## src/rtl/mem_port_arbiter.sv

```systemverilog
// Arbitrates the shared byte-serial RAM engine between instruction fetch (IF) and load/store (LS).
// LS has priority; an anti-starvation counter forces an IF grant after STARVE_MAX consecutive LS wins.
module mem_port_arbiter #(
  parameter int unsigned STARVE_MAX = 4,
  parameter int unsigned ADDR_W     = 32
) (
  input  logic              clk,
  input  logic              rst,
  input  logic              rdy,
  input  logic              flush,
  input  logic              if_req,
  input  logic [ADDR_W-1:0] if_addr,
  output logic              if_done,
  output logic [31:0]       if_inst,
  input  logic              ls_req,
  input  logic              ls_wr,
  input  logic [ADDR_W-1:0] ls_addr,
  input  logic [2:0]        ls_len,
  input  logic [31:0]       ls_wdata,
  output logic              ls_done,
  output logic [31:0]       ls_rdata,
  output logic              eng_valid,
  input  logic              eng_ready,
  output logic              eng_wr,
  output logic [ADDR_W-1:0] eng_addr,
  output logic [2:0]        eng_len,
  output logic [31:0]       eng_wdata,
  input  logic              eng_done,
  input  logic [31:0]       eng_rdata
);

  typedef enum logic [1:0] {IDLE, ISSUE, WAIT, RESP} state_t;

  state_t            r_state;
  logic              r_own_if;
  logic              r_discard;
  logic [3:0]        r_starve;
  logic              r_if_done;
  logic [31:0]       r_if_inst;
  logic              r_ls_done;
  logic [31:0]       r_ls_rdata;
  logic              r_eng_valid;
  logic              r_eng_wr;
  logic [ADDR_W-1:0] r_eng_addr;
  logic [2:0]        r_eng_len;
  logic [31:0]       r_eng_wdata;

  logic              w_pick_ls;
  logic              w_starve_full;
  logic [2:0]        w_ls_len;
  logic              w_kill;
  logic [31:0]       w_rdata_ext;

  assign w_starve_full = (r_starve == 4'(STARVE_MAX));
  assign w_pick_ls     = ls_req && !(if_req && w_starve_full);
  assign w_ls_len      = (ls_len == 3'd1) ? 3'd1 : (ls_len == 3'd2) ? 3'd2 : 3'd4;
  // A flush arriving together with eng_done still discards the fetch.
  assign w_kill        = r_discard || flush;

  always_comb begin
    w_rdata_ext = eng_rdata;
    case (r_eng_len)
      3'd1:    w_rdata_ext = {24'd0, eng_rdata[7:0]};
      3'd2:    w_rdata_ext = {16'd0, eng_rdata[15:0]};
      default: w_rdata_ext = eng_rdata;
    endcase
  end

  always_ff @(posedge clk or posedge rst) begin
    if (rst) begin
      r_state     <= IDLE;
      r_own_if    <= 1'b0;
      r_discard   <= 1'b0;
      r_starve    <= '0;
      r_if_done   <= 1'b0;
      r_if_inst   <= '0;
      r_ls_done   <= 1'b0;
      r_ls_rdata  <= '0;
      r_eng_valid <= 1'b0;
      r_eng_wr    <= 1'b0;
      r_eng_addr  <= '0;
      r_eng_len   <= '0;
      r_eng_wdata <= '0;
    end else if (rdy) begin
      case (r_state)
        IDLE: begin
          if (w_pick_ls) begin
            r_own_if    <= 1'b0;
            r_eng_wr    <= ls_wr;
            r_eng_addr  <= ls_addr;
            r_eng_len   <= w_ls_len;
            r_eng_wdata <= ls_wdata;
            r_eng_valid <= 1'b1;
            r_state     <= ISSUE;
            if (!if_req)
              r_starve <= '0;
            else if (!w_starve_full)
              r_starve <= r_starve + 4'd1;
          end else if (if_req) begin
            r_own_if    <= 1'b1;
            r_eng_wr    <= 1'b0;
            r_eng_addr  <= if_addr;
            r_eng_len   <= 3'd4;
            r_eng_wdata <= '0;
            r_eng_valid <= 1'b1;
            r_starve    <= '0;
            r_discard   <= flush;
            r_state     <= ISSUE;
          end
        end
        ISSUE: begin
          if (flush && r_own_if)
            r_discard <= 1'b1;
          if (eng_ready) begin
            r_eng_valid <= 1'b0;
            r_state     <= WAIT;
          end
        end
        WAIT: begin
          if (flush && r_own_if)
            r_discard <= 1'b1;
          if (eng_done) begin
            if (r_own_if) begin
              if (!w_kill) begin
                r_if_inst <= eng_rdata;
                r_if_done <= 1'b1;
              end
            end else begin
              r_ls_rdata <= w_rdata_ext;
              r_ls_done  <= 1'b1;
            end
            r_state <= RESP;
          end
        end
        RESP: begin
          r_if_done <= 1'b0;
          r_ls_done <= 1'b0;
          r_discard <= 1'b0;
          r_state   <= IDLE;
        end
        default: r_state <= IDLE;
      endcase
    end
  end

  assign if_done   = r_if_done;
  assign if_inst   = r_if_inst;
  assign ls_done   = r_ls_done;
  assign ls_rdata  = r_ls_rdata;
  assign eng_valid = r_eng_valid;
  assign eng_wr    = r_eng_wr;
  assign eng_addr  = r_eng_addr;
  assign eng_len   = r_eng_len;
  assign eng_wdata = r_eng_wdata;

endmodule
```

## config.mk

```make
export PLATFORM = sky130hd
export DESIGN_NAME = mem_port_arbiter
export DESIGN_NICKNAME = d
export VERILOG_FILES = /design/src/rtl/mem_port_arbiter.sv
export SDC_FILE = /design/constraint.sdc
export NUM_CORES = 1
export LEC_CHECK = 0
export ABC_AREA = 1
export CELL_PAD_IN_SITES_DETAIL_PLACEMENT = 0
export CELL_PAD_IN_SITES_GLOBAL_PLACEMENT = 1
export CORE_UTILIZATION = 33
export CTS_BUF_LIST = sky130_fd_sc_hd__clkbuf_8
export CTS_CLUSTER_SIZE = 25
export DETAILED_ROUTE_END_ITERATION = 16
export PLACE_DENSITY_LB_ADDON = 0.1
export SYNTH_ARGS = -nofsm -noshare
export SYNTH_HDL_FRONTEND = slang
export SYNTH_SLANG_ARGS = --single-unit
```

## constraint.sdc

```tcl
create_clock -name clk -period 7.2 [get_ports clk]
set_input_delay 1.44 -clock clk [delete_from_list [all_inputs] [get_ports clk]]
set_output_delay 1.44 -clock clk [all_outputs]
set_load 0.05 [all_outputs]
```

---- Yosys cells after proc, flatten, opt, wreduce, memory -nomap -nowiden ----
Index checks and enable logic that the tools add are counted.
storage, ports and cells
  input bits .............................. 140
  output and inout port bits .............. 135
  latch bits .............................. 0
  flip-flop bits (word level) ............. 143
  RAM bits ................................ 0
  logic and storage cells ................. 89
  memory bits (read-only) ................. 0
  memories kept ........................... 0
cells by class
  multiply operators ...................... 0
  add/subtract/negate cells ............... 1
  bitwise gates (word level) .............. 2
  divide/modulo/power cells ............... 0
  order comparisons ....................... 0
  reduce and logical (&&, ||, !) cells .... 19
  multiplexer cells ....................... 36
  shift-type cells ........................ 0
  equality and inequality tests ........... 18
operators with widths
  cell                                           number
  2-to-1 mux 32 bit                              4
  one-hot mux 32 bit (2 select lines)            1
  AND reduction 4 bit                            6
  2-to-1 mux 4 bit                               4
  2-to-1 mux 1 bit                               14
  != test 2 bit, second input constant           7
  2-to-1 mux 3 bit                               4
  AND reduction 5 bit                            2
  2-to-1 mux 2 bit                               4
  one-hot mux 2 bit (4 select lines)             1
  == test 3 x 1 -> 1 bit, second input constant  2
  == test 3 x 2 -> 1 bit, second input constant  2
  != test 3 bit, second input constant           2
  one-hot mux 1 bit (2 select lines)             3
  nonzero test 2 bit                             3
  adder 4 x 1 -> 4 bit, second input constant    1
  == test 2 bit, second input constant           2
  == test 4 x 3 -> 1 bit, second input constant  1
  logical AND 1 bit                              3
  one-hot mux 1 bit (3 select lines)             1
  AND reduction 3 bit                            1
  == test 2 x 1 -> 1 bit, second input constant  1
  logical NOT 2 bit                              1
  != test 2 x 1 -> 1 bit, second input constant  1
  4 further kinds                                5

---- Depth between registers and ports, before layout ----
Gate-level depths: netlist of the first run.
  word-level depth ........................ 6
  gate-level depth with buffers ........... 11
  depth with buffers taken out ............ 10

---- Worst setup path after synthesis of the first run ----
No wires, ideal clock.
  path type ............................... input-to-reg
  start ................................... in flush
  end ..................................... reg r_if_inst[1], in the netlist if_inst[1]
  path buffers ............................ 2
  required time ........................... 7.070 ns
  setup slack ............................. 4.789 ns
  stages on the path ...................... 6
  data arrival time ....................... 2.281 ns
  setup time .............................. 0.130 ns
  cells stage by stage .................... nor3_4 > nand2_1 > buf_2 > buf_2 > nand2_1 > o21ai_0
on the way
  word-level cells in the longest chain between the ends .. 3
RTL lines
  element                               line  RTL
  start: declaration                    10    input logic flush,
  logical OR 1 bit                      58    assign w_kill = r_discard || flush;
  NOT 1 bit (no source line)            -
  AND reduction 5 bit (no source line)  -
  end signal: assignment                125   r_if_inst <= eng_rdata;
  end: declaration                      39    logic [31:0] r_if_inst;
Every way passes these cells.
A chain may end at the register's enable or synchronous reset.

---- Final worst setup path of the first run ----
  start ................................... in rdy
  end ..................................... reg r_eng_addr[22], in the netlist eng_addr[22]
on the way
  word-level cells in the longest chain between the ends .. 1
RTL lines
  element                               line  RTL
  start: declaration                    9     input logic rdy,
  AND reduction 3 bit (no source line)  -
  end signal: assignment                90    r_eng_addr <= ls_addr;
  end signal: assignment                102   r_eng_addr <= if_addr;
  end: declaration                      44    logic [ADDR_W-1:0] r_eng_addr;
Every way passes these cells.

==> results of run 1 <==
==> layout make-up <==
class | instances | area, µm² | share of cell area (%)
Clock inverter | 12 | 158 | 1.70
Clock buffer | 20 | 275 | 2.97
Sequential cell | 143 | 3580 | 38.6
Tap cell | 225 | 282 | 3.04
Inverter | 44 | 170 | 1.84
Timing Repair Buffer | 279 | 2780 | 30.0
Multi-Input combinational cell | 458 | 2030 | 21.9
==> power breakdown <==
group          internal, mW  total (mW)  switching (mW)  leakage, nW
clock                 0.373       0.684           0.311        0.223
combinational         0.808        2.51            1.70         2.31
sequential             1.15        1.36           0.207         1.85
==> Yosys cell counts, drive strengths merged <==
cell type / count
nand3: 81
nand4: 3
ha: 7
o21ai: 68
buf: 18
nand2: 279
dfrtp: 143
xor2: 1
xnor2: 1
inv: 44
nor2: 15
a21oi: 2
nor3: 1
clkbuf: 16
==> metal layers <==
metal	GRT usage, %	vias to the layer above	share of wire [%]
met1	24.1	2485	41
met2	31.3	221	46
li1	-	2681	-
met5	0	-	0
met3	8.20	25	11
met4	8.09	0	2.2
==> state kept, by name (all words and copies together) (netlist names) <==
| name | count |
|---|---|
| eng_wr | 1 |
| r_discard | 1 |
| r_state | 2 |
| r_own_if | 1 |
| if_done | 1 |
| eng_wdata | 32 |
| if_inst | 32 |
| eng_addr | 32 |
| ls_done | 1 |
| r_starve | 4 |
| eng_len | 3 |
| ls_rdata | 32 |
| eng_valid | 1 |
==> kinds of logic after synthesis <==
| group | Yosys count |
|---|---|
| simple gates | 379 |
| xor+xnor | 2 |
| flops | 143 |
| compound gates | 70 |
| fa+ha+maj | 7 |
| buf+inv | 78 |
==> per-stage QoR <==
stage,instances,utilization [%],cell area [µm²],hold WS (ns)
final,1181,53.2,9270,0.477
after global routing,1181,53.2,9270,0.501
after CTS,1181,53.2,9270,0.478
after detailed placement,1149,50.7,8840,0.459
after global placement,1149,50.7,8840,0.456
after floorplan,679,-,5940,0.490
==> layout by cell type (no fill, tap or decap), types with 5 or more instances in the layout <==
master	n
buf_4	5
nand3_1	81
nor2_1	12
nand2_1	278
ha_1	7
dfrtp_1	143
o21ai_1	18
o21ai_0	50
clkbuf_8	20
clkdlybuf4s50_1	274
inv_1	40
==> critical path, delay by kind of cell <==
kind / cells / cell delay [ns]
buffers and inverters: 3 / 1.13
AND/OR/NAND/NOR: 5 / 1.63
==> how the worst max path moves through the flow <==
| stage | from | end | slack (ns) | cells past startpoint |
|---|---|---|---|---|
| final | rdy | eng_addr[22] | 3.35 | 8 |
| after global routing | rdy | eng_addr[20] | 3.11 | 8 |
| after CTS | rdy | eng_addr[22] | 3.32 | 8 |
| after detailed placement | rdy | eng_addr[22] | 2.83 | 8 |
| after global placement | rdy | eng_wdata[10] | 2.95 | 8 |
| after floorplan | rst | eng_addr[0] | 1.92 | 1 |
==> summary.txt, run 1 <==
outcome: complete, no violations
synthesized flop and latch total: 143
final wirelength: 17,900 µm
cts repair resizes: 0
Clock Sink Count: 143
Final Slew Violations: 0
post-synth top area share: 60.3%
worst r2r src: r_state[0]
routability cong.: 0.829
Worst Hold Path Cells: 2
Adder-Cell Fraction of Synth Area: 1.48%
setup TNS: 0 ns
crit-path max FO: 42
total number of vias: 5,412
post-route ant nets: 0
Worst setup SP type: primary input
vias in the first global route: 5,405
CP Data Arrival Time: 4.24 ns
largest net degree at the start of global routing: 78
first-pass GRT wire length: 28,000 µm
Area contributors post-synth: dfrtp_1, nand2_1, nand3_1
Ys Warns: 0
final worst slack: 3.35 ns
antenna fix cells: 0
Avg Cell Area, Syn: 8.74 µm²
CTS tree: built
Worst VDD drop: 0.000274 V
cells on worst reg2reg path: 9
CTS root buf: clkbuf_8
total CTS buffers: 17
Reg2Reg Setup Slack: 4.11 ns
Die Area: 0.0185 mm²
average wire per cell in the routed design: 15.2 µm
post-CTS setup buffers: 0
RSZ-0062 raised after global routing: no
Largest stage delay, worst path: 0.74 ns
WS Path Type: primary input to flop
Worst path slowest cell: nor2_4
Core Region: 0.0174 mm²
dpl ws: 2.83 ns
Critical Path End Type: flop
area leader, netlist: dfrtp_1
Top-Level Pins: 275
Hold Path End: if_inst[15]
Total Routing Usage GR: 19.9%
Post-Synth Simple-Gate Area: 26.5%
Pre-antenna DRT Iters: 4
Mapped Area: 0.00594 mm²
Min-Delay Path Class: flop to flop
Starting Density: 34.1%
syn_nets: 826
# DRC: 0
post-synthesis compound-gate area fraction: 5.90%
area grow syn2layout: 56.2%
max cap viols: 0
FILL cells: 1,569
Reg clk slew, reported paths: 0.09 ns
final period utilization: 53.5%
Clk Latency, worst-skew pair: 0.44 ns
synth unique cells: 22
Crit path required time: 7.58 ns
fraction of layout cells with a size suffix above 1: 4.92%
dpl hpwl: 12,900 µm
min-delay src: if_inst[15]
IO buf count: 274
Worst Tran Pin Value: 0.961 ns
FF-to-FF End: eng_addr[22]
fmax: 259 MHz
multiplexer share of the synthesized area: 0%
cell leakage power: 4.38 nW
DIE HEIGHT: 136 µm
Rel. slew slack: 36.0%
Die X: 136 µm
Hold Buf Count CTS: 0
drt initial violations: 242
grt total ovfl: 0
# setup viols final: 0
Syn Inst Count: 679
Period minus WS final: 3.85 ns
largest family of logic cells by synthesized area: simple AND/OR/NAND/NOR gates
nets: 1,090
Tot Pwr: 4.55 mW
CP Cell Sequence: clkdlybuf4s50_1 > nand2_1 > nor2_4 > inv_2 > nor2_4 > buf_4 > nand2_1 > nand3_1
initial antenna violation count: 0
power per cell area: 491 mW/mm²
Fin. Hold Viols: 0
H-tree depth: 4
Via density: 4.58
Clock Skew: 0.0123 ns
row count: 48
maximum buffer depth of the clock tree: 2
xor and xnor area share after synthesis: 0.295%
sequential share of the synthesized area: 60.3%
(Power assumes the default switching activity.)
==> inputs of run 2 (changes only) <==
Settings changed: CORE_UTILIZATION 33 to 27.
Clock period 7.2 ns to 3.4 ns, I/O delays scaled along.
==> summary.txt, run 2 (synthesis gave the netlist of run 1 again) <==
utilization after layout: 43.9%
nets: 1,093
DIE HEIGHT: 150 µm
Reg clk slew, reported paths: 0.09 ns
Largest stage delay, worst path: 0.85 ns
leading cell type in the layout, fill and taps excluded: nand2_1
Hold Buf Count CTS: 0
max cap viols: 0
Pre-antenna DRT Iters: 4
metal2 WL: 8450 µm
vias in the first global route: 5,428
row count: 53
power per cell area: 1020 mW/mm²
Rel. slew slack: 45.8%
largest net degree at the start of global routing: 144
commonest cells after routing, fill and taps aside: nand2_1, clkdlybuf4s50_1, dfrtp_1, nand3_1, o21ai_0
crit-path max FO: 2
WS Path Type: flop to output port
# DRC: 0
CTS tree: built
Fin. Hold Viols: 0
# setup viols final: 0
Final Slew Violations: 0
total number of vias: 5,279
Crit path required time: 2.72 ns
Period minus WS final: 2.36 ns
Clock Sink Count: 143
highest metal used: met5
wire length on met1: 7830 µm
Core Region: 0.0213 mm²
fmax: 424 MHz
routability cong.: 0.752
dpl hpwl: 12,700 µm
area grow syn2layout: 57.3%
Critical Path End Type: output port
final wirelength: 18,400 µm
IO buf count: 274
Critical path buffers and inverters: 1
Via density: 4.28
initial antenna violation count: 1
WL met3: 1940 µm
Clock Skew: 0.0200 ns
fraction of layout cells with a size suffix above 1: 5.21%
cts repair resizes: 0
first-pass GRT wire length: 29,000 µm
CP Data Arrival Time: 1.68 ns
Total Routing Usage GR: 16.9%
Min-Delay Path Class: flop to flop
Starting Density: 27.9%
antenna fix cells: 0
Top-Level Pins: 275
H-tree depth: 4
post-CTS setup buffers: 0
Worst Tran Pin Value: 0.813 ns
RSZ-0062 raised after global routing: no
Die Area: 0.0226 mm²
post-route ant nets: 0
maximum buffer depth of the clock tree: 2
CP Cell Sequence: clkdlybuf4s50_1
cell family contributing the most delay on the critical path: buffers and inverters
Worst VDD drop: 0.000399 V
drt initial violations: 208
Worst path slowest cell: clkdlybuf4s50_1
average wire per cell in the routed design: 14.9 µm
setup TNS: 0 ns
Worst setup SP type: flop
final period utilization: 69.4%
total CTS buffers: 17
outcome: complete, no violations
cell leakage power: 4.37 nW
Clk Latency, worst-skew pair: 0.45 ns
Die X: 150 µm
grt total ovfl: 0
CTS root buf: clkbuf_8
==> run 2: changes by cell type in the layout (fill, tap and decap cells not counted), sizes merged <==
cell      change
inv           +5
clkinvlp      +2
bufinv        -3
clkinv        -2
clkbuf        -2
buf           +3
==> run 2: per-stage QoR <==
stage	power, mW	instances	hold slack (ns)	worst slack, ns	instance area, µm²
finish	9.52	1234	0.479	1.04	9340
global route	10.1	1234	0.494	0.962	9340
CTS	9.66	1234	0.482	1.01	9340
detailed placement	8.26	1202	0.462	0.714	8940
global placement	8.26	1202	0.455	0.782	8940
floorplan	6.28	679	0.490	0.929	5940
==> run 2: final timing paths <==
check | cells past startpoint | endpoint | from | slack [ns]
setup / recovery | 1 | eng_wdata[29] | eng_wdata[29] | 1.04
hold / removal | 2 | if_inst[8] | if_inst[8] | 0.48
setup reg to reg | 9 | eng_addr[29] | r_state[0] | 1.31
hold reg to reg | 2 | if_inst[8] | if_inst[8] | 0.48
max in group asynchronous | 3 | eng_addr[31] | rst | 1.99
min in group asynchronous | 3 | ls_done | rst | 0.79
==> run 2: final cells by class <==
cell class	count	area, µm²
Fill cell	2141	12000
Sequential cell	143	3580
Timing Repair Buffer	282	2830
Multi-Input combinational cell	458	2030
Tap cell	275	344
Clock buffer	18	248
Inverter	44	169
Clock inverter	14	144
==> run 2: routing by layer <==
| layer | track usage, % | up-vias |
|---|---|---|
| met1 | 20.6 | 2382 |
| met5 | 0 | - |
| met4 | 4.39 | 2 |
| met3 | 8.12 | 13 |
| met2 | 26.5 | 187 |
| li1 | - | 2695 |
==> run 2: where the power goes <==
part / leakage (nW) / switching, mW / internal, mW / total [mW]
Sequential: 1.85 / 0.417 / 2.43 / 2.85
Clock: 0.197 / 0.775 / 0.566 / 1.34
Combinational: 2.33 / 3.61 / 1.72 / 5.33
==> inputs of run 3 (changes only) <==
Clock period 3.4 ns to 2.1 ns, I/O delays scaled along.
==> summary.txt, run 3 (synthesis gave the netlist of run 1 again) <==
CP Cell Sequence: clkdlybuf4s50_1
final wirelength: 18,600 µm
Crit path required time: 1.68 ns
sw frac: 51.2%
Worst Tran Pin Value: 0.567 ns
maximum buffer depth of the clock tree: 2
largest net degree at the start of global routing: 67
Net Switching: 7.74 mW
outcome: complete, no violations
nets: 1,103
dpl hpwl: 13,200 µm
# setup viols final: 0
Clock Skew: 0.0153 ns
WS Path Type: flop to output port
total number of vias: 5,322
crit-path max FO: 2
area grow syn2layout: 63.2%
Comb power frac: 55.9%
H-tree depth: 4
grt total ovfl: 0
RSZ-0062 raised after global routing: no
Top-Level Pins: 275
fraction of layout cells with a size suffix above 1: 6.40%
Reg2Reg Setup Slack: 0.30 ns
routability cong.: 0.763
Cell Area, Placed: 0.00914 mm²
average wire per cell in the routed design: 15.0 µm
power per cell area: 1560 mW/mm²
clock network power share: 14.1%
first-pass GRT wire length: 29,600 µm
Total Routing Usage GR: 17.2%
post-route ant nets: 0
Min-Delay Path Class: primary input to async pin
final worst slack: 0.0675 ns
utilization after layout: 45.5%
initial antenna violation count: 1
row count: 53
Die Area: 0.0226 mm²
CTS root buf: clkbuf_8
hold_ws: 0.431 ns
Worst setup SP type: flop
Critical path buffers and inverters: 1
Clock Sink Count: 143
total CTS buffers: 17
Pre-antenna DRT Iters: 4
dpl ws: 0.0576 ns
Clk Latency, worst-skew pair: 0.45 ns
Period minus WS final: 2.03 ns
Die X: 150 µm
Reg clk slew, reported paths: 0.09 ns
Worst VDD drop: 0.000558 V
DIE HEIGHT: 150 µm
Sequential Power Share: 30.0%
design area: 0.00969 mm²
commonest cells after routing, fill and taps aside: nand2_1, clkdlybuf4s50_1, dfrtp_1, dlymetal6s2s_1, nand3_1
CP Data Arrival Time: 1.61 ns
cell leakage power: 5.85 nW
leading cell type in the layout, fill and taps excluded: nand2_1
Largest stage delay, worst path: 0.82 ns
final period utilization: 96.8%
fmax: 492 MHz
vias in the first global route: 5,437
drt initial violations: 251
post-CTS setup buffers: 0
Critical Path End Type: output port
FILL cells: 2,128
IO buf count: 274
Worst path slowest cell: clkdlybuf4s50_1
internal power: 7.39 mW
antenna fix cells: 0
Fin. Hold Viols: 0
setup TNS: 0 ns
cell family contributing the most delay on the critical path: buffers and inverters
Starting Density: 27.9%
Via density: 4.28
Rel. slew slack: 62.1%
# DRC: 0
max cap viols: 0
Final Slew Violations: 0
CTS tree: built
Core Region: 0.0213 mm²
==> run 3: per-layer routing <==
| metal | GRT usage, % | wire length (µm) | up-vias | share of wire, % |
|---|---|---|---|---|
| li1 | - | - | 2710 | - |
| met1 | 21.3 | 8030 | 2400 | 43 |
| met2 | 26.5 | 8350 | 188 | 45 |
| met3 | 8.00 | 2000 | 22 | 11 |
| met4 | 5.20 | 257 | 2 | 1.4 |
| met5 | 0 | 12 | - | 0.064 |
==> run 3: area by class of cell <==
type	instances	area [µm²]	share of cell area [%]
multi-input cells	458	2030	20.9
well taps	275	344	3.55
repair buffers	292	3200	33.0
clock buffers	17	234	2.41
inverters	44	169	1.74
clock inverters	15	143	1.47
flip-flops and latches	143	3580	36.9
==> run 3: power by group through the flow <==
stage	clock (mW)	combinational [mW]	sequential (mW)
after floorplan	0	1.58	8.58
after global placement	0	8.85	4.61
after detailed placement	0	8.84	4.62
after CTS	2.25	8.63	4.58
after global routing	2.36	9.00	4.71
final	2.13	8.46	4.54
==> run 3: worst paths after layout <==
check,start,depth (start not counted),endpoint
hold reg to reg,if_inst[15],2,if_inst[15]
min in group clk,if_inst[15],2,if_inst[15]
setup reg to reg,r_state[0],9,eng_wdata[14]
setup / recovery,eng_wdata[7],1,eng_wdata[7]
max in group asynchronous,rst,3,ls_rdata[2]
hold / removal,rst,3,if_inst[11]
==> run 3: timing repair <==
action / CTS / global route
hold endpoints to repair: 0 / 0
hold buffers: 0 / 0
endpoints found under the setup margin: 38 / 88
gates resized for setup: 38 / 88
pin swaps: 0 / 0
==> run 3: through the flow <==
step / power (mW) / instances
after floorplan: 10.2 / 679
final: 15.1 / 1244
after detailed placement: 13.5 / 1212
after CTS: 15.5 / 1244
after global routing: 16.1 / 1244
after global placement: 13.5 / 1212
==> run 3: tightest hold or removal path, delay by kind of cell <==
family                 cells  cell delay [ns]
buffers and inverters      3             0.84
